[src/rtl/apb_pkg.sv]
// Shared APB constants and the master bridge state encoding.
package apb_pkg;

   localparam int ADDR_WIDTH  = 32;
   localparam int DATA_WIDTH  = 32;
   localparam int PSTRB_WIDTH = DATA_WIDTH / 8;

   typedef enum logic [1:0] {
      IDLE   = 2'd0,
      SETUP  = 2'd1,
      ACCESS = 2'd2,
      RESP   = 2'd3
   } apb_state_e;

endpackage

[src/rtl/apb_master_bridge.sv]
// APB4 master bridge: valid/ready command in, IDLE->SETUP->ACCESS transfer on
// the APB bus, held response out. One transfer in flight at a time.
// Optional macro APB_MASTER_TIMEOUT_EN bounds the ACCESS wait to TIMEOUT_CYCLES
// and reports an error response when the slave never answers.
module apb_master_bridge #(
   parameter int ADDR_WIDTH     = apb_pkg::ADDR_WIDTH,
   parameter int DATA_WIDTH     = apb_pkg::DATA_WIDTH,
   parameter int PSTRB_WIDTH    = apb_pkg::PSTRB_WIDTH,
   parameter int TIMEOUT_CYCLES = 16
) (
   input  logic                   clk,
   input  logic                   PRESETn,
   // command port
   input  logic                   cmd_valid,
   output logic                   cmd_ready,
   input  logic [ADDR_WIDTH-1:0]  cmd_addr,
   input  logic                   cmd_write,
   input  logic [DATA_WIDTH-1:0]  cmd_wdata,
   input  logic [PSTRB_WIDTH-1:0] cmd_strb,
   input  logic [2:0]             cmd_prot,
   // response port
   output logic                   rsp_valid,
   input  logic                   rsp_ready,
   output logic [DATA_WIDTH-1:0]  rsp_rdata,
   output logic                   rsp_slverr,
   // APB master side
   output logic [ADDR_WIDTH-1:0]  PADDR,
   output logic [2:0]             PPROT,
   output logic                   PSELx,
   output logic                   PENABLE,
   output logic                   PWRITE,
   output logic [DATA_WIDTH-1:0]  PWDATA,
   output logic [PSTRB_WIDTH-1:0] PSTRB,
   input  logic                   PREADY,
   input  logic [DATA_WIDTH-1:0]  PRDATA,
   input  logic                   PSLVERR
);

   import apb_pkg::*;

   apb_state_e r_state;
   apb_state_e w_state_nxt;

   logic w_accept;   // command handshake this cycle
   logic w_done;     // slave completes the ACCESS phase this cycle
   logic w_abort;    // wait limit hit with no PREADY (timeout build only)

   assign cmd_ready = (r_state == IDLE) && PRESETn;
   assign w_accept  = cmd_valid && cmd_ready;
   // PSLVERR/PRDATA only count on a genuine completing ACCESS cycle
   assign w_done    = PSELx && PENABLE && PREADY;

`ifdef APB_MASTER_TIMEOUT_EN
   logic [7:0] r_wait_cnt;

   // Count ACCESS cycles the slave has stalled; restart for every transfer
   always_ff @(posedge clk or negedge PRESETn) begin
      if (!PRESETn) begin
         r_wait_cnt <= '0;
      end else if (r_state == SETUP) begin
         r_wait_cnt <= '0;
      end else if ((r_state == ACCESS) && !PREADY) begin
         r_wait_cnt <= r_wait_cnt + 8'd1;
      end
   end

   // This stalled cycle is the TIMEOUT_CYCLES-th one; PREADY on it still wins
   assign w_abort = (r_state == ACCESS) && !PREADY &&
                    (r_wait_cnt == 8'(TIMEOUT_CYCLES - 1));
`else
   localparam int unused_timeout_cycles = TIMEOUT_CYCLES;
   assign w_abort = 1'b0;
`endif

   // State register; reset aborts any transfer in flight
   always_ff @(posedge clk or negedge PRESETn) begin
      if (!PRESETn) r_state <= IDLE;
      else          r_state <= w_state_nxt;
   end

   // Next-state decode
   always_comb begin
      w_state_nxt = r_state;
      case (r_state)
         IDLE:    if (w_accept)          w_state_nxt = SETUP;
         SETUP:                          w_state_nxt = ACCESS;
         ACCESS:  if (w_done || w_abort) w_state_nxt = RESP;
         RESP:    if (rsp_ready)         w_state_nxt = IDLE;
         default:                        w_state_nxt = IDLE;
      endcase
   end

   // Capture the command onto the bus; held until the next accept
   always_ff @(posedge clk or negedge PRESETn) begin
      if (!PRESETn) begin
         PADDR  <= '0;
         PPROT  <= '0;
         PWRITE <= 1'b0;
         PWDATA <= '0;
         PSTRB  <= '0;
      end else if (w_accept) begin
         PADDR  <= cmd_addr;
         PPROT  <= cmd_prot;
         PWRITE <= cmd_write;
         PWDATA <= cmd_wdata;
         PSTRB  <= cmd_write ? cmd_strb : '0;
      end
   end

   // PSELx/PENABLE: select from accept to completion, enable from ACCESS on
   always_ff @(posedge clk or negedge PRESETn) begin
      if (!PRESETn) begin
         PSELx   <= 1'b0;
         PENABLE <= 1'b0;
      end else if (w_done || w_abort) begin
         PSELx   <= 1'b0;
         PENABLE <= 1'b0;
      end else if (w_accept) begin
         PSELx   <= 1'b1;
      end else if (r_state == SETUP) begin
         PENABLE <= 1'b1;
      end
   end

   // Response register: loaded at completion, held through RESP
   always_ff @(posedge clk or negedge PRESETn) begin
      if (!PRESETn) begin
         rsp_valid  <= 1'b0;
         rsp_rdata  <= '0;
         rsp_slverr <= 1'b0;
      end else if (w_done) begin
         rsp_valid  <= 1'b1;
         rsp_rdata  <= PWRITE ? '0 : PRDATA;
         rsp_slverr <= PSLVERR;
      end else if (w_abort) begin
         rsp_valid  <= 1'b1;
         rsp_rdata  <= '0;
         rsp_slverr <= 1'b1;
      end else if ((r_state == RESP) && rsp_ready) begin
         rsp_valid  <= 1'b0;
      end
   end

endmodule

[config.mk]
export PLATFORM = sky130hd
export DESIGN_NAME = apb_master_bridge
export DESIGN_NICKNAME = d
export VERILOG_FILES = /design/src/rtl/apb_pkg.sv /design/src/rtl/apb_master_bridge.sv
export SDC_FILE = /design/constraint.sdc
export NUM_CORES = 1
export LEC_CHECK = 0
export CAP_MARGIN = 25
export CELL_PAD_IN_SITES_DETAIL_PLACEMENT = 1
export CELL_PAD_IN_SITES_GLOBAL_PLACEMENT = 1
export CORE_ASPECT_RATIO = 0.5
export CORE_MARGIN = 5
export CORE_UTILIZATION = 34
export CTS_CLUSTER_DIAMETER = 50
export CTS_CLUSTER_SIZE = 20
export DETAILED_ROUTE_END_ITERATION = 8
export PLACE_DENSITY = 0.93
export SLEW_MARGIN = 20
export SYNTH_ARGS = -nofsm -noshare
export SYNTH_HDL_FRONTEND = slang
export SYNTH_SLANG_ARGS = --single-unit
[constraint.sdc]
create_clock -name clk -period 4.3 [get_ports clk]
set_input_delay 0.645 -clock clk [delete_from_list [all_inputs] [get_ports clk]]
set_output_delay 0.645 -clock clk [all_outputs]
set_load 0.02 [all_outputs]
==> parameters.txt, run 1 <==
Parameter                              Value

Outcome
  Run status ... completed

Setup path
  Worst reg2reg endpoint ... PADDR[27]
  Critical Path Start ... PWRITE
  Arrival time reported for the critical path endpoint ... 2.03 ns
  Endpoint class of the critical path ... output pin
  Max FO, Critical Path ... 34
  Setup slack on the worst flop-to-flop path ... roughly 1.9 ns
  Cell with the largest stage delay on the worst path ... dfrtp_1
  Critical Path Source Type ... flop
  WS Path Type ... reg2out
  RR Startpoint ... r_state[0]
  Cell count of the worst reg-to-reg path ... 5
  Kind of cell adding the most delay to the critical path ... flip-flops
  Bufs and invs on worst path ... 1
  Required time of the critical path ... 3.65 ns
  Largest incremental delay on the critical path ... just over 0.9 ns
  Cells traversed along the worst timing path ... clkdlybuf4s50_1

Floorplan
  Cell row count ... 30
  Die Wd ... around 180 µm
  Initial standard-cell utilization of the core ... 0.345
  DIE AREA ... between 15000 and 20000 µm²
  Die outline height ... slightly above 90 µm
  Io pins ... approximately 220
  Core Region ... roughly 14000 µm²

Clock tree
  Number of H-tree levels ... 3
  Number of buffers added for setup after CTS ... 0
  Clock transition at path regs ... 0.07 ns
  Largest buffer count on any clock path ... 2
  Clock root buffer master ... clkbuf_16
  Hold-fix buffers, CTS ... 0
  TritonCTS buffer count ... 9
  TritonCTS clock tree ... built
  Later-pin clock latency in the skew report ... 0.34 ns
  Quantity of gates resized following cts ... 0
  Number of sinks handled by clock tree synthesis ... 110

Cells and area
  Filler cells ... between 1000 and 1500
  Layout overhead on the synthesized area ... 54.6%
  Count of inserted antenna diode cells ... 0
  Number of nets in the final layout ... between 600 and 700
  Final cell count without fillers ... approximately 700
  Share of post-route cells with drive strength above 1 ... 0.165

Routing
  Routed length per instance ... between 20 and 25 µm
  Antenna Violating Nets Remaining ... 0
  DR iter-0 viols ... between 100 and 150
  DRC violations left ... 0
  Routed via count divided by cell count ... 4.66
  Sum of routed wire length over all layers ... between 15000 and 20000 µm
  Via count ... 3360
  Count of TritonRoute iterations in the first routing pass ... 4

Placement
  Buffers on Ports ... 218
  Half-perimeter wire length of the detailed placement result ... roughly 11000 µm
  Post-placement cell count ... a little over 700
  RePlAce Congestion ... 0.768

GRT
  Gr ovfl total ... 0
  Number of global-route vias before repair ... slightly below 4000
  First-pass GRT wire length ... 23300 µm
  Maximum number of pins on one net before global-route repair ... 72
  Initial antenna violation count ... 0
  Gr usage total ... 0.190

Synth
  Gate count after technology mapping ... between 300 and 400
  Post-synth cell types ... 21
  Synthesis warning total ... 0
  Register bit total from synthesis ... 110
  Part of the Yosys area used for sequential elements ... 0.590
  Synthesized cell area ... 4670 µm²
  Synth area leader ... dfrtp_1
  Mean Syn Cell Area ... about 14 µm²
  Main area contributors after synthesis ... dfrtp_1 (59%), mux2_4 (21%), nand2b_1 (4.3%), nand2_1 (3.5%), buf_12 (3.4%)
  Fraction of post-synthesis cell area in the top cell type by area ... 0.590
  Net Count, Synth ... 440

Timing
  Final setup fails ... 0
  Worst clock skew on the final layout ... around 0.0088 ns
  Minimum clock period after layout ... ~2.7 ns
  Setup repair after global routing missed its margin ... false
  Slew Limit Fails ... 0
  Aggregate negative setup slack ... 0 ns
  Period utilization ... 0.622
  Worst Tran Pin Value ... 0.884 ns
  Hold violation count in the final report ... 0
  Max Clock Freq ... around 370 MHz
  Final hold slack ... roughly 0.30 ns
  Relative slew slack ... 0.411

Power and ir drop
  Total power of the final layout ... 5.69 mW
  Max rail drop VDD ... 0.244 mV
  Areal power density over the cells ... just under 800 nW/µm²
  Static leakage ... 3.12 nW

Job
  Number of max-cap violations ... 0

Worst hold path
  Worst hold path class ... in2async
==> kinds of logic after synthesis <==
group / after synthesis / synth area share
fa+ha+maj: 4 / 0.0107
flops: 110 / 0.590
mux: 70 / 0.221
buf+inv: 20 / 0.0450
simple gates: 85 / 0.0898
compound gates: 37 / 0.0437
==> placed cells by master (no fill, tap or decap), types with 2 or more instances in the layout <==
| master | instances |
|---|---|
| buf_4 | 3 |
| mux2_4 | 65 |
| ha_1 | 4 |
| dfrtp_1 | 110 |
| o21ai_0 | 32 |
| nand2b_1 | 32 |
| clkbuf_1 | 3 |
| clkdlybuf4s50_1 | 217 |
| inv_1 | 2 |
| nand2_1 | 44 |
| nand3_1 | 5 |
| clkbuf_16 | 9 |
| mux2_2 | 5 |
==> metal layers <==
| metal | wire (µm) | track usage | vias up |
|---|---|---|---|
| li1 | - | - | 1518 |
| met1 | 5440 | 0.192 | 1705 |
| met2 | 8860 | 0.368 | 91 |
| met3 | 508 | 0.0392 | 46 |
| met4 | 750 | 0.101 | 0 |
| met5 | 0 | 0 | - |
==> layout make-up <==
cell class / count / area (µm²) / area share
Inverter: 2 / 7.51 / 0.00104
Timing Repair Buffer: 222 / 2240 / 0.311
Multi-Input combinational cell: 196 / 1710 / 0.237
Clock buffer: 12 / 236 / 0.0328
Sequential cell: 110 / 2750 / 0.381
Clock inverter: 3 / 46.3 / 0.00642
Tap cell: 176 / 220 / 0.0305
==> per-stage QoR <==
stage,cell area (µm²),util,setup slack [ns]
after CTS,7190,0.532,1.58
after floorplan,4670,-,2.71
after global placement,6910,0.511,1.53
after detailed placement,6910,0.511,1.48
final,7220,0.534,1.63
after global routing,7220,0.534,1.49
==> flip-flops by register name, indices dropped and copies added (netlist names) <==
name and cells:
PPROT 3, rsp_rdata 32, PWDATA 32, PWRITE 1, PENABLE 1, PADDR 32, r_state 2, PSTRB 4
PSELx 1, rsp_slverr 1, rsp_valid 1
==> synthesized netlist by cell type <==
cell        n
o21ai_0    32
nand3_1     6
ha_1        4
and3_4      1
nand2b_1   32
a221oi_2    1
buf_1       1
a21oi_1     1
clkbuf_1    5
o21a_1      1
dfrtp_1   110
buf_2       4
nand2_1    44
nor2b_1     1
a31oi_1     1
inv_1       2
o32a_1      1
and2_1      1
mux2_2      5
mux2_4     65
buf_12      8
==> worst max path at each step <==
stage | to | slack, ns | cells after the start
after floorplan | PADDR[0] | 2.71 | 6
after global placement | PWDATA[13] | 1.53 | 4
after detailed placement | PADDR[28] | 1.48 | 4
after CTS | PWRITE | 1.58 | 1
after global routing | PWRITE | 1.49 | 1
final | PWRITE | 1.63 | 1
==> power breakdown <==
part,total (mW),switching (mW),internal [mW]
clock,0.828,0.377,0.451
combinational,2.93,1.36,1.58
sequential,1.93,0.372,1.56
total,5.69,2.11,3.58
Note: power is estimated with default switching activity, not from simulation.
==> run 2, diff against run 1 <==
--- a/config.mk
+++ b/config.mk
@@ -10,11 +10,11 @@
 export CELL_PAD_IN_SITES_GLOBAL_PLACEMENT = 1
 export CORE_ASPECT_RATIO = 0.5
 export CORE_MARGIN = 5
-export CORE_UTILIZATION = 34
+export CORE_UTILIZATION = 32
 export CTS_CLUSTER_DIAMETER = 50
 export CTS_CLUSTER_SIZE = 20
 export DETAILED_ROUTE_END_ITERATION = 8
-export PLACE_DENSITY = 0.93
+export PLACE_DENSITY = 0.89
 export SLEW_MARGIN = 20
 export SYNTH_ARGS = -nofsm -noshare
 export SYNTH_HDL_FRONTEND = slang
==> constraint.sdc (replaced) <==
create_clock -name clk -period 2.55 [get_ports clk]
set_input_delay 0.3825 -clock clk [delete_from_list [all_inputs] [get_ports clk]]
set_output_delay 0.3825 -clock clk [all_outputs]
set_load 0.02 [all_outputs]
==> run 2 against run 1 <==
Core utilization is 3.0 points lower. Via count is 1.0% higher. Die area is 5.7% higher. Clock-buffer cell count is 3 lower. First-iteration DRC count is 32% higher. Non-clock buffer count is 3 higher. Clock skew is 0.0010 ns higher. Global-route usage is 1.2 points lower. Final cell count is 3.6% higher. Register-to-register slack worse by 1.2 ns.
==> parameters.txt, run 2 (synthesized netlist as in run 1, its figures left out) <==
Parameter                              Value

Cells and area
  Layout overhead on the synthesized area ... 55.5%
  Combined area of the multi-input logic cells ... roughly 1700 µm²
  Regs by FF count ... PADDR (32), PWDATA (32), rsp_rdata (32)
  Final standard cell utilization of the core ... 0.504
  Share of post-route cells with drive strength above 1 ... 0.175
  Number of nets in the final layout ... between 600 and 700
  Sequential standard cell area ... 2750 µm²
  Filler cells ... 1481
  Commonest cells after routing, fill and taps aside ... clkdlybuf4s50_1 (217), dfrtp_1 (110), mux2_4 (65)
  Count of inserted antenna diode cells ... 0
  Final cell count without fillers ... around 750
  Most common library cell in the layout ignoring fill and taps ... clkdlybuf4s50_1

Timing
  Worst Tran Pin Value ... ~0.58 ns
  Final setup fails ... 0
  Period utilization ... 0.908
  Slew Limit Fails ... 0
  Worst clock skew on the final layout ... about 0.0098 ns
  Max Clock Freq ... 432 MHz
  Relative slew slack ... 0.612
  Minimum clock period after layout ... around 2.3 ns
  Final hold slack ... roughly 0.41 ns
  Setup repair after global routing missed its margin ... false
  Aggregate negative setup slack ... 0 ns
  Hold violation count in the final report ... 0

Setup path
  Required time of the critical path ... around 2.2 ns
  Cell with the largest stage delay on the worst path ... clkdlybuf4s50_1
  WS Path Type ... reg2out
  Setup slack on the worst flop-to-flop path ... between 0.6 and 0.7 ns
  Critical Path Source Type ... flop
  Arrival time reported for the critical path endpoint ... around 1.9 ns
  Max FO, Critical Path ... 5
  Cell count of the worst reg-to-reg path ... 5
  Largest incremental delay on the critical path ... 0.61 ns
  Worst reg2reg endpoint ... PWDATA[1]
  Cells traversed along the worst timing path ... inv_1 -> ha_1 -> and2_1 -> clkdlybuf4s50_1
  RR Startpoint ... r_state[0]
  Endpoint class of the critical path ... output pin

Routing
  Routed length per instance ... about 21 µm
  Via count ... approximately 3400
  DR iter-0 viols ... 184
  Antenna Violating Nets Remaining ... 0
  Count of TritonRoute iterations in the first routing pass ... 4
  DRC violations left ... 0
  Routed via count divided by cell count ... around 4.5
  Sum of routed wire length over all layers ... around 16000 µm

Job
  Number of max-cap violations ... 0

Clock tree
  Largest buffer count on any clock path ... 2
  TritonCTS clock tree ... built
  Clock transition at path regs ... 0.08 ns
  Later-pin clock latency in the skew report ... 0.35 ns
  TritonCTS buffer count ... 9
  Clock root buffer master ... clkbuf_16
  Number of sinks handled by clock tree synthesis ... 110
  Number of buffers added for setup after CTS ... 0
  Quantity of gates resized following cts ... 0
  Number of H-tree levels ... 3

Floorplan
  DIE AREA ... 17300 µm²
  Die Wd ... roughly 180 µm
  Cell row count ... 31
  Core Region ... roughly 14000 µm²
  Initial standard-cell utilization of the core ... 0.324
  Io pins ... ~220
  Die outline height ... ~95 µm

Placement
  Post-placement cell count ... 730
  Half-perimeter wire length of the detailed placement result ... about 11000 µm
  RePlAce Congestion ... 0.778
  Buffers on Ports ... 218

GRT
  Gr ovfl total ... 0
  First-pass GRT wire length ... 23400 µm
  Initial antenna violation count ... 0
  Gr usage total ... 0.178
  Maximum number of pins on one net before global-route repair ... 107
  Number of global-route vias before repair ... about 4000

Power and ir drop
  Areal power density over the cells ... roughly 1300 nW/µm²
  Max rail drop VDD ... 0.377 mV
  Static leakage ... 3.13 nW

Outcome
  Run status ... completed

Worst hold path
  Worst hold path class ... in2async
==> run 2: what timing repair did <==
item | in CTS | in global routing
hold buffers | 1 | 0
hold endpoints to repair | 5 | 0
endpoints found under the setup margin | 0 | 0
==> run 2: cell type report <==
| class | count | area share |
|---|---|---|
| timing repair buffer | 225 | 0.311 |
| multi-input combinational | 196 | 0.236 |
| sequential | 110 | 0.379 |
| tap | 198 | 0.0341 |
| inverter | 2 | 0.00103 |
| clock inverter | 7 | 0.00776 |
| clock buffer | 9 | 0.0310 |
==> run 2: power by group <==
| part | switching (mW) | internal, mW | leakage [nW] | total, mW |
|---|---|---|---|---|
| registers | 0.561 | 2.62 | 1.35 | 3.18 |
| clock network | 0.696 | 0.677 | 0.137 | 1.37 |
| logic | 2.34 | 2.67 | 1.65 | 5.01 |
| total | 3.60 | 5.97 | 3.13 | 9.57 |
==> run 2: worst max-delay path by stage <==
stage	from	endpoint	cells after the start
5_1_grt	r_state[0]	cmd_ready	4
3_3_place_gp	cmd_valid	PADDR[5]	4
4_1_cts	r_state[0]	cmd_ready	4
6_report	r_state[0]	cmd_ready	4
3_5_place_dp	cmd_valid	PPROT[2]	4
2_1_floorplan	r_state[0]	PADDR[0]	6
==> run 2: critical path: cells and delay by family (launching register included) <==
family / cells / cell delay [ns]
flops: 1 / 0.44
fa+ha+maj: 1 / 0.27
buf+inv: 2 / 0.71
simple gates: 1 / 0.16
==> run 2: per-layer routing <==
metal,vias up,wire length [µm],GRT usage,part of all wire
met3,36,369,0.0293,0.024
met4,0,552,0.0742,0.036
met5,-,0,0,0
met2,73,9150,0.364,0.59
li1,1529,-,-,-
met1,1757,5460,0.182,0.35
==> run 2: per-stage QoR <==
stage	power, mW	cell area, µm²	worst slack, ns
2_1_floorplan	5.76	4670	0.961
3_3_place_gp	7.98	6970	0.614
3_5_place_dp	8.23	6970	0.550
4_1_cts	9.69	7260	0.218
5_1_grt	10.0	7260	0.125
6_report	9.57	7260	0.235
